`src/rtl/linescanner_pixel_packer.sv`:
```
// linescanner_pixel_packer
// Packs the 8-bit pixel stream from the line-scanner capture unit into 32-bit
// words (pixel 0 in the low byte). It flushes a zero-padded partial word at
// the end of each scan line and hands words to the DMA stage through a
// 2-entry valid/ready buffer. A sticky overflow flag marks dropped words.
// Optional build macro LINESCANNER_PACKER_STATS_EN adds the dropped_pixels
// counter output.
module linescanner_pixel_packer #(
  parameter int LINE_PIXELS = 1024
) (
  input  logic        main_clock_source,
  input  logic        reset,
  input  logic        enable,
  input  logic [7:0]  pixel_data,
  input  logic        pixel_captured,
  output logic [31:0] word_data,
  output logic        word_valid,
  input  logic        word_ready,
  output logic        word_line_last,
  output logic        overflow
`ifdef LINESCANNER_PACKER_STATS_EN
  ,
  output logic [15:0] dropped_pixels
`endif
);

  localparam int LW = $clog2(LINE_PIXELS + 1);
  localparam logic [LW-1:0] LAST_IDX = LW'(LINE_PIXELS - 1);

  // Capture-side state
  logic          prev_flag;
  logic [1:0]    byte_idx;
  logic [LW-1:0] line_cnt;
  logic [23:0]   stored;

  // Output buffer state
  logic [31:0]   buf_data [2];
  logic          buf_last [2];
  logic          rd_ptr;
  logic          wr_ptr;
  logic [1:0]    count;

  logic          pix_edge;
  logic          line_end;
  logic          push;
  logic          pop;
  logic          full;
  logic          push_ok;
  logic          drop;
  logic [31:0]   push_word;

  // Bytes above byte_idx in 'stored' are always zero, so OR-ing the new pixel
  // into its lane gives the zero-padded word directly.
  assign pix_edge  = pixel_captured && !prev_flag && enable;
  assign line_end  = (line_cnt == LAST_IDX);
  assign push      = pix_edge && ((byte_idx == 2'd3) || line_end);
  assign push_word = {8'h00, stored} | ({24'h000000, pixel_data} << {byte_idx, 3'b000});

  assign full    = (count == 2'd2);
  assign pop     = (count != 2'd0) && word_ready;
  assign push_ok = push && (!full || pop);
  assign drop    = push && full && !pop;

  assign word_valid     = (count != 2'd0);
  assign word_data      = word_valid ? buf_data[rd_ptr] : 32'h0000_0000;
  assign word_line_last = word_valid ? buf_last[rd_ptr] : 1'b0;

  // Edge detection, byte assembly and line position tracking
  always_ff @(posedge main_clock_source) begin
    if (reset) begin
      prev_flag <= 1'b0;
      byte_idx  <= 2'd0;
      line_cnt  <= '0;
      stored    <= 24'h000000;
    end else begin
      prev_flag <= pixel_captured;
      if (!enable) begin
        byte_idx <= 2'd0;
        line_cnt <= '0;
        stored   <= 24'h000000;
      end else if (pix_edge) begin
        if (push) begin
          byte_idx <= 2'd0;
          stored   <= 24'h000000;
        end else begin
          byte_idx <= byte_idx + 2'd1;
          stored   <= push_word[23:0];
        end
        line_cnt <= line_end ? '0 : line_cnt + 1'b1;
      end
    end
  end

  // Buffer payload storage; contents are only meaningful while counted
  always_ff @(posedge main_clock_source) begin
    if (push_ok) begin
      buf_data[wr_ptr] <= push_word;
      buf_last[wr_ptr] <= line_end;
    end
  end

  // Buffer pointers, occupancy and sticky overflow
  always_ff @(posedge main_clock_source) begin
    if (reset) begin
      rd_ptr   <= 1'b0;
      wr_ptr   <= 1'b0;
      count    <= 2'd0;
      overflow <= 1'b0;
    end else begin
      if (push_ok) wr_ptr <= ~wr_ptr;
      if (pop)     rd_ptr <= ~rd_ptr;
      case ({push_ok, pop})
        2'b10:   count <= count + 2'd1;
        2'b01:   count <= count - 2'd1;
        default: count <= count;
      endcase
      if (drop) overflow <= 1'b1;
    end
  end

`ifdef LINESCANNER_PACKER_STATS_EN
  // Saturating add of a dropped word's pixel count
  function automatic logic [15:0] sat_add16(input logic [15:0] acc, input logic [2:0] inc);
    logic [16:0] sum;
    sum = {1'b0, acc} + {14'h0000, inc};
    return sum[16] ? 16'hFFFF : sum[15:0];
  endfunction

  // Count pixels lost in dropped words
  always_ff @(posedge main_clock_source) begin
    if (reset) begin
      dropped_pixels <= 16'h0000;
    end else if (drop) begin
      dropped_pixels <= sat_add16(dropped_pixels, {1'b0, byte_idx} + 3'd1);
    end
  end
`endif

endmodule

```
`config.mk`:
```
export PLATFORM = sky130hd
export DESIGN_NAME = linescanner_pixel_packer
export DESIGN_NICKNAME = d
export VERILOG_FILES = /design/src/rtl/linescanner_pixel_packer.sv
export SDC_FILE = /design/constraint.sdc
export NUM_CORES = 1
export LEC_CHECK = 0
export ABC_CLOCK_PERIOD_IN_PS = 4000
export CAP_MARGIN = 10
export CORE_ASPECT_RATIO = 1.2
export CORE_MARGIN = 2
export CORE_UTILIZATION = 50
export CTS_CLUSTER_SIZE = 24
export DETAILED_ROUTE_END_ITERATION = 10
export GPL_TIMING_DRIVEN = 1
export PLACE_DENSITY = 0.75
export SLEW_MARGIN = 20
export SYNTH_ARGS = -nofsm -noshare
export SYNTH_HDL_FRONTEND = slang
export SYNTH_SLANG_ARGS = --single-unit
```
`constraint.sdc`:
```
create_clock -name main_clock_source -period 4 [get_ports main_clock_source]
set_input_delay 0.6 -clock main_clock_source [delete_from_list [all_inputs] [get_ports main_clock_source]]
set_output_delay 0.6 -clock main_clock_source [all_outputs]
set_load 0.1 [all_outputs]
```
* After elaboration in Yosys (flattened, before gate mapping) *
Memories as Yosys holds them, arrays and structs flattened. A register that Yosys moved wholly into a read port is not among the register bits.
Index checks and enable logic that the tools add are counted.

storage, ports and cells
  register bits after elaboration = 43
  bits in writable memories = 66
  input bits = 13
  output and inout bits = 35
  logic and storage cells = 51
  memories = 2

memory list
  memory    depth  bits a word  rd ports  clocked after Yosys merged registers in  wr ports  line  RTL
  buf_data  2      32           1         1                                        1         37    logic [31:0] buf_data [2];
  buf_last  2      1            1         1                                        1         38    logic buf_last [2];

operators by class
  add/subtract/negate cells = 4
  equality and inequality tests = 5
  shift-type cells = 1
  multiplexer cells = 12
  bitwise logic cells = 4
  reductions and logical operators = 15

operator list
  operator               count
  $mux 32                1
  $or 24x32->32          1
  $shl 8x5->32           1
  $mux 24                1
  $add 11x1->11 const B  1
  $eq 11x10->1 const B   1
  $mux 11                1
  $logic_and 1x1->1      7
  $mux 1                 7
  $eq 2x2->1 const B     3
  $add 2x1->2 const B    2
  $pmux 2 s2             1
  $reduce_bool 2->1      2
  $logic_not 1->1        3
  $not 1->1              3
  $eq 2x1->1 const B     1
  $logic_or 1x1->1       2
  $mux 2                 1
  $reduce_or 2->1        1
  $sub 2x1->2 const B    1

* Depth between registers and ports, before layout *
  word-level depth = 7
  depth in mapped cells = 7
  mapped depth without buffers = 5

* Worst setup path after synthesis *
Ideal clock, no wire load.

  kind = reg-to-reg
  from = register line_cnt[0]
  to = memory buf_data[1][0], enable pin
  library setup time = 471 ps
  data arrival time = 3762 ps
  required time = 3529 ps
  setup slack = -233 ps
  cell stages (with the launch flop) = 7
  path buffers = 1
  clock period less this slack = 4233 ps
  cells stage by stage = dfxtp_1 ha_1 and4b_1 a41oi_2 buf_4 or2_2 nor3b_1

between the ends
  word-level cells in the longest chain between the ends = 6

RTL lines
  element                       line  RTL
  start: declaration            33    logic [LW-1:0] line_cnt;
  start signal: assignment      89    line_cnt <= line_end ? '0 : line_cnt + 1'b1;
  $eq 11x10->1                  55    assign line_end = (line_cnt == LAST_IDX);
  $logic_or 1x1->1              56    assign push = pix_edge && ((byte_idx == 2'd3) || line_end);
  $logic_and 1x1->1             56
  $logic_and 1x1->1             61    assign push_ok = push && (!full || pop);
  $mux 1                        96    if (push_ok) begin
  $mux 1 (implied by the code)  97    buf_data[wr_ptr] <= push_word;
  end: declaration              37

No other way between the ends.

* Final worst setup path *
  from = register count[0]
  to = output port word_valid

between the ends
  word-level cells in the longest chain between the ends = 1

RTL lines
  element                   line  RTL
  start: declaration        41    logic [1:0] count;
  start signal: assignment  113   2'b10: count <= count + 2'd1;
  start signal: assignment  114   2'b01: count <= count - 2'd1;
  start signal: assignment  115   default: count <= count;
  $reduce_bool 2->1         64    assign word_valid = (count != 2'd0);
  end: declaration          17    output logic word_valid,

No other way between the ends.

==> flow_summary.yaml <==
critical_path:
  worst_ep_arrival_time_ns: 2.11
  cp-end-kind: "output port"
  critPathRequiredTime_ns: 3.40
  critPathMaxFanout: 7
  rrSetupSlack_ns: 1.54
  worstSetupPathType: "register to output port"
  setup.worst_path.start_class: "register"
power:
  power_density_nw_per_um2: 370.5
  worst_ir_drop_vdd_v: 0.0002206
  power.internal_mw: 1.460
  p_sw_share_pct: 22.58
  p_seq_share_pct: 63.5
  switching_power_uw: 425.9
  comb_power_share_pct: 3.2
  power.share.clock_pct: 33.3
  leakagePower_nw: 1.943
logic_synthesis:
  ys_async_sr_fraction_pct: 0
  synth_seq_cells: 110
  ys.flop_type: "edfxtp_1"
  ys_seq_area_share_pct: 65.19
  yosys-top-cells-count: "73 x nor2_1, 66 x edfxtp_1, 44 x dfxtp_1"
  synth_cells: 365
  syn_area_per_cell_um2: 12.03
  synth_top_area_cell: "edfxtp_1"
  yosys.cell_types.count: 39
  syn-cell-area_um2: 4392
  synthTopCellsByArea: "edfxtp_1 45%, dfxtp_1 20%, mux2i_1 7.5%, nor2_1 6.2%, a21o_1 4.1%"
  syn_nets: 380
  yosys_warnings: 0
  netlist.area_leader.share_pct: 45.13
  synth-edff-count: 66
  yosysMostFrequentCell: "nor2_1"
drt:
  ant_nets: 0
  drtIter0Drc: 206
  wire_per_inst_um: 15.45
  via_per_inst: 5.314
  dr.pass1.iters: 4
  drc: 0
  vias: 2827
  wl_um: 8219
clocking:
  htreeDepth: 3
  cts_tree: "built"
  numCtsBuffers: 9
  cts-root-buf: "clkbuf_8"
  clk_latency_ns: 0.37
  cts_setup_buffers: 0
  clock_sinks: 110
  clockBufferDepth: 2
  hold_buffers: 0
  cts_resized: 0
  path_clk_slew_ns: 0.10
cells_and_area:
  diodes: 0
  area_delta_synth_final_pct: 15.90
  nFillCells: 705
  layout-drive-gt1-share_pct: 14.94
  fin_nets: 425
global_routing:
  grt_max_degree: 35
  grt_pass1_wl_um: 13100
  antenna_found_initial: 0
  grt_overflow: 0
  first_global_vias: 2755
  track_usage_pct: 17.95
sta:
  fin_setup_tns_ns: 0
  hold_violations: 0
  worstMarginPinSlew_ns: 1.025
  maxSlewViolCount: 0
  whs_ns: 0.4388
  finalCriticalPeriod_ns: 2.712
  relSlewSlack_pct: 31.64
  finalSetupViolCount: 0
  fin_skew_ns: 0.01360
  rsz0062_at_grt: "no"
  fmax_mhz: 368.7
  timing.final.crit_share_pct: 67.81
flow_run:
  drv_cap: 0
floorplan:
  initial_core_util_pct: 51.28
  dieArea_um2: 9552
  die_h_um: 106.7
  rows: 37
  die_x_um: 89.56
  core_area_um2: 8564
  ios: 48
placed_design:
  place.gp.congestion: 0.8314
  port_buffers: 47
  post-dp-hpwl_um: 5583
min_path:
  hold_class: "register to register"
status:
  status: "completed"
==> critical path, stage by stage, from the launching register on <==
cell and delay, ns:
dfxtp_1 0.45, nor2_2 0.07, inv_1 0.10, clkdlybuf4s50_1 1.14
==> worst paths after layout <==
path / startpoint / endpoint / cells after the start
max: count[0] / word_valid / 3
min: line_cnt[10] / line_cnt[10] / 2
min reg2reg: line_cnt[10] / line_cnt[10] / 2
max reg2reg: line_cnt[0] / buf_data[0][14] / 6
==> per-layer routing <==
layer	global-route usage [%]	vias up	wire length (um)
li1	-	1399	-
met1	21.67	1358	3453
met2	30.72	62	4310
met3	4.388	8	355
met4	6.290	0	99
met5	0	-	0
==> sequential cells by signal, indices dropped and copies added (netlist names), named ones only <==
name and flops:
count 2, overflow 1, line_cnt 11, stored 24
wr_ptr 1, buf_last 2, prev_flag 1, byte_idx 2
buf_data 64, rd_ptr 1
==> power by group through the flow <==
stage / combinational, mW / clock (mW) / sequential [mW]
final: 0.0599 / 0.628 / 1.20
after global routing: 0.0657 / 0.683 / 1.20
after CTS: 0.0599 / 0.644 / 1.20
after detailed placement: 0.0595 / 0 / 1.22
after global placement: 0.0579 / 0 / 1.22
after floorplan: 0.0306 / 0 / 1.22
==> cells by family (layout without fill, tap and decap cells) <==
group / after synthesis / after routing / share of synthesized area (%)
flip-flops: 110 / 110 / 65.19
AND/OR/NAND/NOR: 123 / 123 / 13.19
adder cells (fa/ha/maj): 2 / 2 / 0.5697
XOR/XNOR: 10 / 10 / 1.994
buffers and inverters: 24 / 74 / 2.279
AO/OA/AOI/OAI: 63 / 63 / 9.260
multiplexers: 33 / 33 / 7.521
==> layout make-up <==
type,instances,area [um2],share of cell area (%)
multi-input cells,231,1445,28.39
well taps,117,146.4,2.876
repair buffers,52,425.4,8.358
clock inverters,7,62.56,1.229
clock buffers,9,123.9,2.434
flip-flops and latches,110,2864,56.27
inverters,6,22.52,0.4425
==> metrics by stage <==
| stage | setup slack [ns] | std cells | utilization (%) | total power, mW | instance area (um2) |
|---|---|---|---|---|---|
| 4_1_cts | 1.243 | 532 | 59.43 | 1.901 | 5090 |
| 3_5_place_dp | 1.324 | 516 | 57.25 | 1.283 | 4903 |
| 6_report | 1.288 | 532 | 59.43 | 1.886 | 5090 |
| 5_1_grt | 1.148 | 532 | 59.43 | 1.948 | 5090 |
| 3_3_place_gp | 1.349 | 516 | 57.25 | 1.281 | 4903 |
| 2_1_floorplan | 0.9308 | 365 | - | 1.253 | 4397 |
==> cell usage in the layout, fill, tap and decap left out, drive strengths merged, types with 3 or more instances in the layout <==
cell type / n
clkdlybuf4s50: 14
o21ai: 26
a21o: 24
inv: 11
edfxtp: 66
dfxtp: 44
and3: 8
xnor2: 8
nand2: 12
a21oi: 6
nand4: 3
nand3: 3
buf: 38
clkbuf: 9
mux2i: 33
nor3b: 4
nor2b: 6
nor2: 73
nor3: 3
No activity file was read; power rests on OpenSTA's default activity.
